File: config.mk
export PLATFORM = sky130hd
export DESIGN_NAME = uart_stop_frame_check
export DESIGN_NICKNAME = d
export VERILOG_FILES = /design/src/rtl/uart_stop_frame_check.sv
export SDC_FILE = /design/constraint.sdc
export NUM_CORES = 1
export LEC_CHECK = 0
export CELL_PAD_IN_SITES_DETAIL_PLACEMENT = 1
export CELL_PAD_IN_SITES_GLOBAL_PLACEMENT = 2
export CORE_MARGIN = 1
export CORE_UTILIZATION = 30
export DETAILED_ROUTE_END_ITERATION = 8
export HOLD_SLACK_MARGIN = 0.08
export PLACE_DENSITY_LB_ADDON = 0.1
export SLEW_MARGIN = 10
export SYNTH_ARGS = -nofsm -noshare
export SYNTH_HDL_FRONTEND = slang
export SYNTH_SLANG_ARGS = --single-unit
File: constraint.sdc
create_clock -name CLK -period 2.31 [get_ports CLK]
set_input_delay 0.5775 -clock CLK [delete_from_list [all_inputs] [get_ports CLK]]
set_output_delay 0.5775 -clock CLK [all_outputs]
set_load 0.01 [all_outputs]
File: src/rtl/uart_stop_frame_check.sv
// Stop-bit and framing checker for the UART receive path: one or two stop bits per frame,
// BREAK detection, and sticky/counted framing-error status for software.
module uart_stop_frame_check #(
   parameter int unsigned CNT_WIDTH = 8,
   parameter bit          BREAK_EN  = 1'b1
) (
   input  logic                 CLK,
   input  logic                 RST,
   input  logic                 Frame_Start,
   input  logic                 Two_Stop,
   input  logic                 Sampled_bit,
   input  logic                 Stop_EN,
   input  logic                 Data_Zero,
   input  logic                 Err_Clr,
   output logic                 Stop_ERR,
   output logic                 Break_DET,
   output logic                 Frame_Done,
   output logic                 Sticky_ERR,
   output logic [CNT_WIDTH-1:0] Err_Cnt
);

   localparam logic [CNT_WIDTH-1:0] CntMax = {CNT_WIDTH{1'b1}};
   localparam logic [CNT_WIDTH-1:0] CntOne = CNT_WIDTH'(1);
   localparam logic                 BrkOn  = BREAK_EN;

   typedef enum logic [1:0] {StIdle, StWaitS1, StWaitS2, StReport} state_t;

   state_t               state_q, state_d;
   logic                 mode_q, mode_d;
   logic                 s1_q, s1_d;
   logic                 s2_q, s2_d;
   logic                 z_q, z_d;
   logic                 stop_err_q, stop_err_d;
   logic                 break_det_q, break_det_d;
   logic                 sticky_q, sticky_d;
   logic [CNT_WIDTH-1:0] cnt_q, cnt_d;

   // fin marks the edge that completes a frame; err/brk are evaluated with the live final
   // stop sample so the status is visible in the same cycle as Frame_Done.
   logic fin, err, brk;

   always_comb begin
      state_d = state_q;
      mode_d  = mode_q;
      s1_d    = s1_q;
      s2_d    = s2_q;
      z_d     = z_q;
      fin     = 1'b0;
      err     = 1'b0;
      brk     = 1'b0;
      unique case (state_q)
         StIdle: begin
            if (Frame_Start) begin
               mode_d  = Two_Stop;
               state_d = StWaitS1;
            end
         end
         StWaitS1: begin
            if (Frame_Start) begin
               mode_d  = Two_Stop;
               state_d = StWaitS1;
            end else if (Stop_EN) begin
               s1_d = Sampled_bit;
               z_d  = Data_Zero;
               if (mode_q) begin
                  state_d = StWaitS2;
               end else begin
                  state_d = StReport;
                  fin     = 1'b1;
                  err     = ~Sampled_bit;
                  brk     = BrkOn & Data_Zero & ~Sampled_bit;
               end
            end
         end
         StWaitS2: begin
            if (Frame_Start) begin
               mode_d  = Two_Stop;
               state_d = StWaitS1;
            end else if (Stop_EN) begin
               s2_d    = Sampled_bit;
               state_d = StReport;
               fin     = 1'b1;
               err     = ~s1_q | ~Sampled_bit;
               brk     = BrkOn & z_q & ~s1_q & ~Sampled_bit;
            end
         end
         StReport: begin
            if (Frame_Start) begin
               mode_d  = Two_Stop;
               state_d = StWaitS1;
            end else begin
               state_d = StIdle;
            end
         end
         default: state_d = StIdle;
      endcase
   end

   always_comb begin
      stop_err_d  = stop_err_q;
      break_det_d = break_det_q;
      sticky_d    = sticky_q;
      cnt_d       = cnt_q;
      if (Err_Clr) begin
         sticky_d = 1'b0;
         cnt_d    = '0;
      end
      if (fin) begin
         stop_err_d  = err;
         break_det_d = brk;
         if (err) begin
            sticky_d = 1'b1;
            if (cnt_d != CntMax) cnt_d = cnt_d + CntOne;
         end
      end
      // A clear landing on the report cycle of an errored frame still records that frame.
      if (Err_Clr && (state_q == StReport) && stop_err_q) begin
         sticky_d = 1'b1;
         cnt_d    = CntOne;
      end
   end

   always_ff @(posedge CLK) begin
      if (RST) begin
         state_q     <= StIdle;
         mode_q      <= 1'b0;
         s1_q        <= 1'b0;
         s2_q        <= 1'b0;
         z_q         <= 1'b0;
         stop_err_q  <= 1'b0;
         break_det_q <= 1'b0;
         sticky_q    <= 1'b0;
         cnt_q       <= '0;
      end else begin
         state_q     <= state_d;
         mode_q      <= mode_d;
         s1_q        <= s1_d;
         s2_q        <= s2_d;
         z_q         <= z_d;
         stop_err_q  <= stop_err_d;
         break_det_q <= break_det_d;
         sticky_q    <= sticky_d;
         cnt_q       <= cnt_d;
      end
   end

   assign Stop_ERR   = stop_err_q;
   assign Break_DET  = break_det_q;
   assign Frame_Done = (state_q == StReport);
   assign Sticky_ERR = sticky_q;
   assign Err_Cnt    = cnt_q;

endmodule

==> results.yml <==
timing:
  fin_ws_ns: 0.1341
  drv_slew: 0
  hold_viol: 0
  finClkSkew_ns: 0.003635
  min_period_ns: 2.176
  tns_ns: 0
  rsz0062_at_grt: "no"
  slew_headroom_pct: 57.06
  tightestPinTransition_ns: 0.6441
  post-route-period-util_pct: 94.20
  clock.fmax_mhz: 459.6
  setup_viol: 0
cells_and_area:
  drive_above_1_share_pct: 22.54
  area_growth_pct: 35.86
  n_antenna_cell: 0
  fillers: 381
  layout.nets: 157
clock_network:
  cts_resized: 0
  hold_buffers: 0
  cts_setup_buffers: 0
  clk_latency_ns: 0.28
  path_clk_slew_ns: 0.10
  cts_buffer_depth: 2
  ctsRootBufferMaster: "clkbuf_4"
  cts_inserted_buffers: 3
  clkSinkCount: 16
  cts_tree: "yes"
  cts.htree.levels: 1
grt:
  grt_antenna_before_repair: 0
  grt-busiest-layer: "met2"
  grt_pass1_wl_um: 4133
  grtUsageMet2_pct: 31.33
  grt_max_degree: 15
  first_global_vias: 962
  use_met3_pct: 2.637
  overflow: 0
  use_met1_pct: 16.35
  grt.total_usage_pct: 15.87
route:
  wirelength_um: 2388
  avgViaCountPerCell: 4.919
  num_vias: 915
  drt_pass1_iterations: 2
  wire_per_inst_um: 12.84
  drc: 0
  postRouteAntennaNets: 0
  dr.first_iter.drc_count: 16
synth:
  yosysSeqAreaShare_pct: 32.90
  postSynthCellCount: 108
  synth-seq-cells: 16
  synthTopCellsByCount: "dfxtp_1, a21oi_1, nand2_1, nor2_1"
  yosysWarnings: 0
  syn_nets: 122
  synth.area.top_cells: "dfxtp_1, ha_1, a21oi_1"
  synth_cell_types: 40
  async_flop_share_pct: 0
  synthesis.area_um2: 973.4
  synth_largest_area_cell: "dfxtp_1"
  synth-edff-count: 0
  ys.flop_type: "dfxtp_1"
  synth.most_common_cell: "dfxtp_1"
  netlist.area_leader.share_pct: 32.90
  syn-mean-instance-area_um2: 9.013
placement:
  place_ws_ns: -0.1771
  io_buffers: 19
  gp_congestion: 0.7652
  dpl.hpwl_um: 1947
worst_setup_path:
  cp-start-kind: "input pin"
  crit_arrival_ns: 2.40
  required_ns: 2.53
  crit_path_end_kind: "flop"
  cp_max_fo: 7
  critPathTopFamily: "simple AND/OR/NAND/NOR gates"
  crit_path_cell_trace: "clkdlybuf4s50_1 > nor2b_1 > ha_1 > and4_2 > and3_4 > or4_1 > a21oi_1"
  cp_slowest_cell: "clkdlybuf4s50_1"
  cp.buffers_inverters: 1
  slowest_delay_ns: 0.51
  crit_type: "in -> reg"
floorplan:
  rows: 20
  die_y_um: 58.96
  io_pins: 20
  start_util_pct: 31.63
  dieArea_um2: 3476
  core_area_um2: 3078
  die_w_um: 58.96
run:
  cap_violations: 0
pwr:
  power.leakage_nw: 0.5015
  p_sw_share_pct: 24.84
  p_sw_mw: 0.1410
  ir_drop_mv: 0.2120
  pwr-share-seq_pct: 50.7
  p_comb_share_pct: 15.9
  pwr-share-clk_pct: 33.4
  internal-power_mw: 0.4267
  p_per_area_nw_per_um2: 429.2
run_status:
  outcome: "finished clean"
worst_hold_path:
  worstHoldPathType: "reg -> reg"
-- cells by family after synthesis --
logic type / synth area share [%]
mux: 4.242
buf+inv: 6.939
simple gates: 30.46
compound gates: 17.74
fa+ha+maj: 7.712
flops: 32.91
-- cell type report --
cell class	count	area (µm²)	area share (%)
Sequential cell	16	320.3	24.22
Clock buffer	4	36.28	2.744
Timing Repair Buffer	35	310.3	23.46
Tap cell	44	55.05	4.163
Multi-Input combinational cell	83	585.6	44.28
Inverter	4	15.01	1.135
-- registers in the layout, indices dropped and copies added, names as in the netlist --
name / count
Break_DET: 1
Err_Cnt: 8
Sticky_ERR: 1
Stop_ERR: 1
mode_q: 1
s1_q: 1
state_q: 2
z_q: 1
-- tightest hold or removal path, stage by stage, from the launching register on --
cell and delay (ns):
dfxtp_1 0.32, nand2_1 0.05, a21oi_1 0.06
-- per-stage QoR --
step | cells | utilization (%) | total power, mW | cell area, µm² | hold WS, ns
2_1_floorplan | 108 | - | 0.3470 | 973.4 | 0.4318
3_3_place_gp | 182 | 41.79 | 0.3822 | 1286 | 0.4451
3_5_place_dp | 182 | 41.79 | 0.3855 | 1286 | 0.4648
4_1_cts | 186 | 42.97 | 0.5795 | 1323 | 0.4794
5_1_grt | 186 | 42.97 | 0.6038 | 1323 | 0.5057
6_report | 186 | 42.97 | 0.5677 | 1323 | 0.4701
-- final timing paths --
check                           from               endpoint  slack [ns]  cells past startpoint
max                          Err_Clr  Err_Cnt[5]$_SDFF_PP0_        0.13                      7
min                s1_q$_SDFFE_PP0P_      s1_q$_SDFFE_PP0P_        0.47                      2
max reg2reg  state_q[0]$_SDFFE_PP0P_  Err_Cnt[5]$_SDFF_PP0_        0.29                      6
min reg2reg        s1_q$_SDFFE_PP0P_      s1_q$_SDFFE_PP0P_        0.47                      2
-- placed cells by master (no fill, tap or decap), drive strengths merged --
cell	n
nand3b	1
nand2b	3
clkdlybuf4s50	19
ha	6
nand4b	1
inv	4
a21oi	7
o21ai	2
nor4	2
and4	2
o21ba	1
nor3	4
and2b	2
o22ai	1
o221ai	1
nor2b	4
and3	1
buf	16
clkbuf	4
nand2	7
and4bb	1
o221a	1
nand3	6
nor2	7
o31a	1
dfxtp	16
o21a	1
a31oi	2
a211o	1
mux2i	3
o211a	1
a211oi	2
mux2	1
o31ai	3
or4	3
nor3b	1
or2	2
and3b	2
-- layer usage --
metal | part of all wire [%] | up-vias
li1 | - | 467
met1 | 42 | 436
met2 | 54 | 10
met3 | 2.6 | 2
met4 | 0.88 | 0
met5 | 0 | -
-- power by group through the flow --
stage	registers (mW)	clock network, mW	logic (mW)
3_5_place_dp	0.295	0	0.0910
6_report	0.288	0.190	0.0902
5_1_grt	0.289	0.215	0.0999
2_1_floorplan	0.293	0	0.0538
4_1_cts	0.288	0.200	0.0913
3_3_place_gp	0.294	0	0.0881
Power figures use the tool's default switching activity.
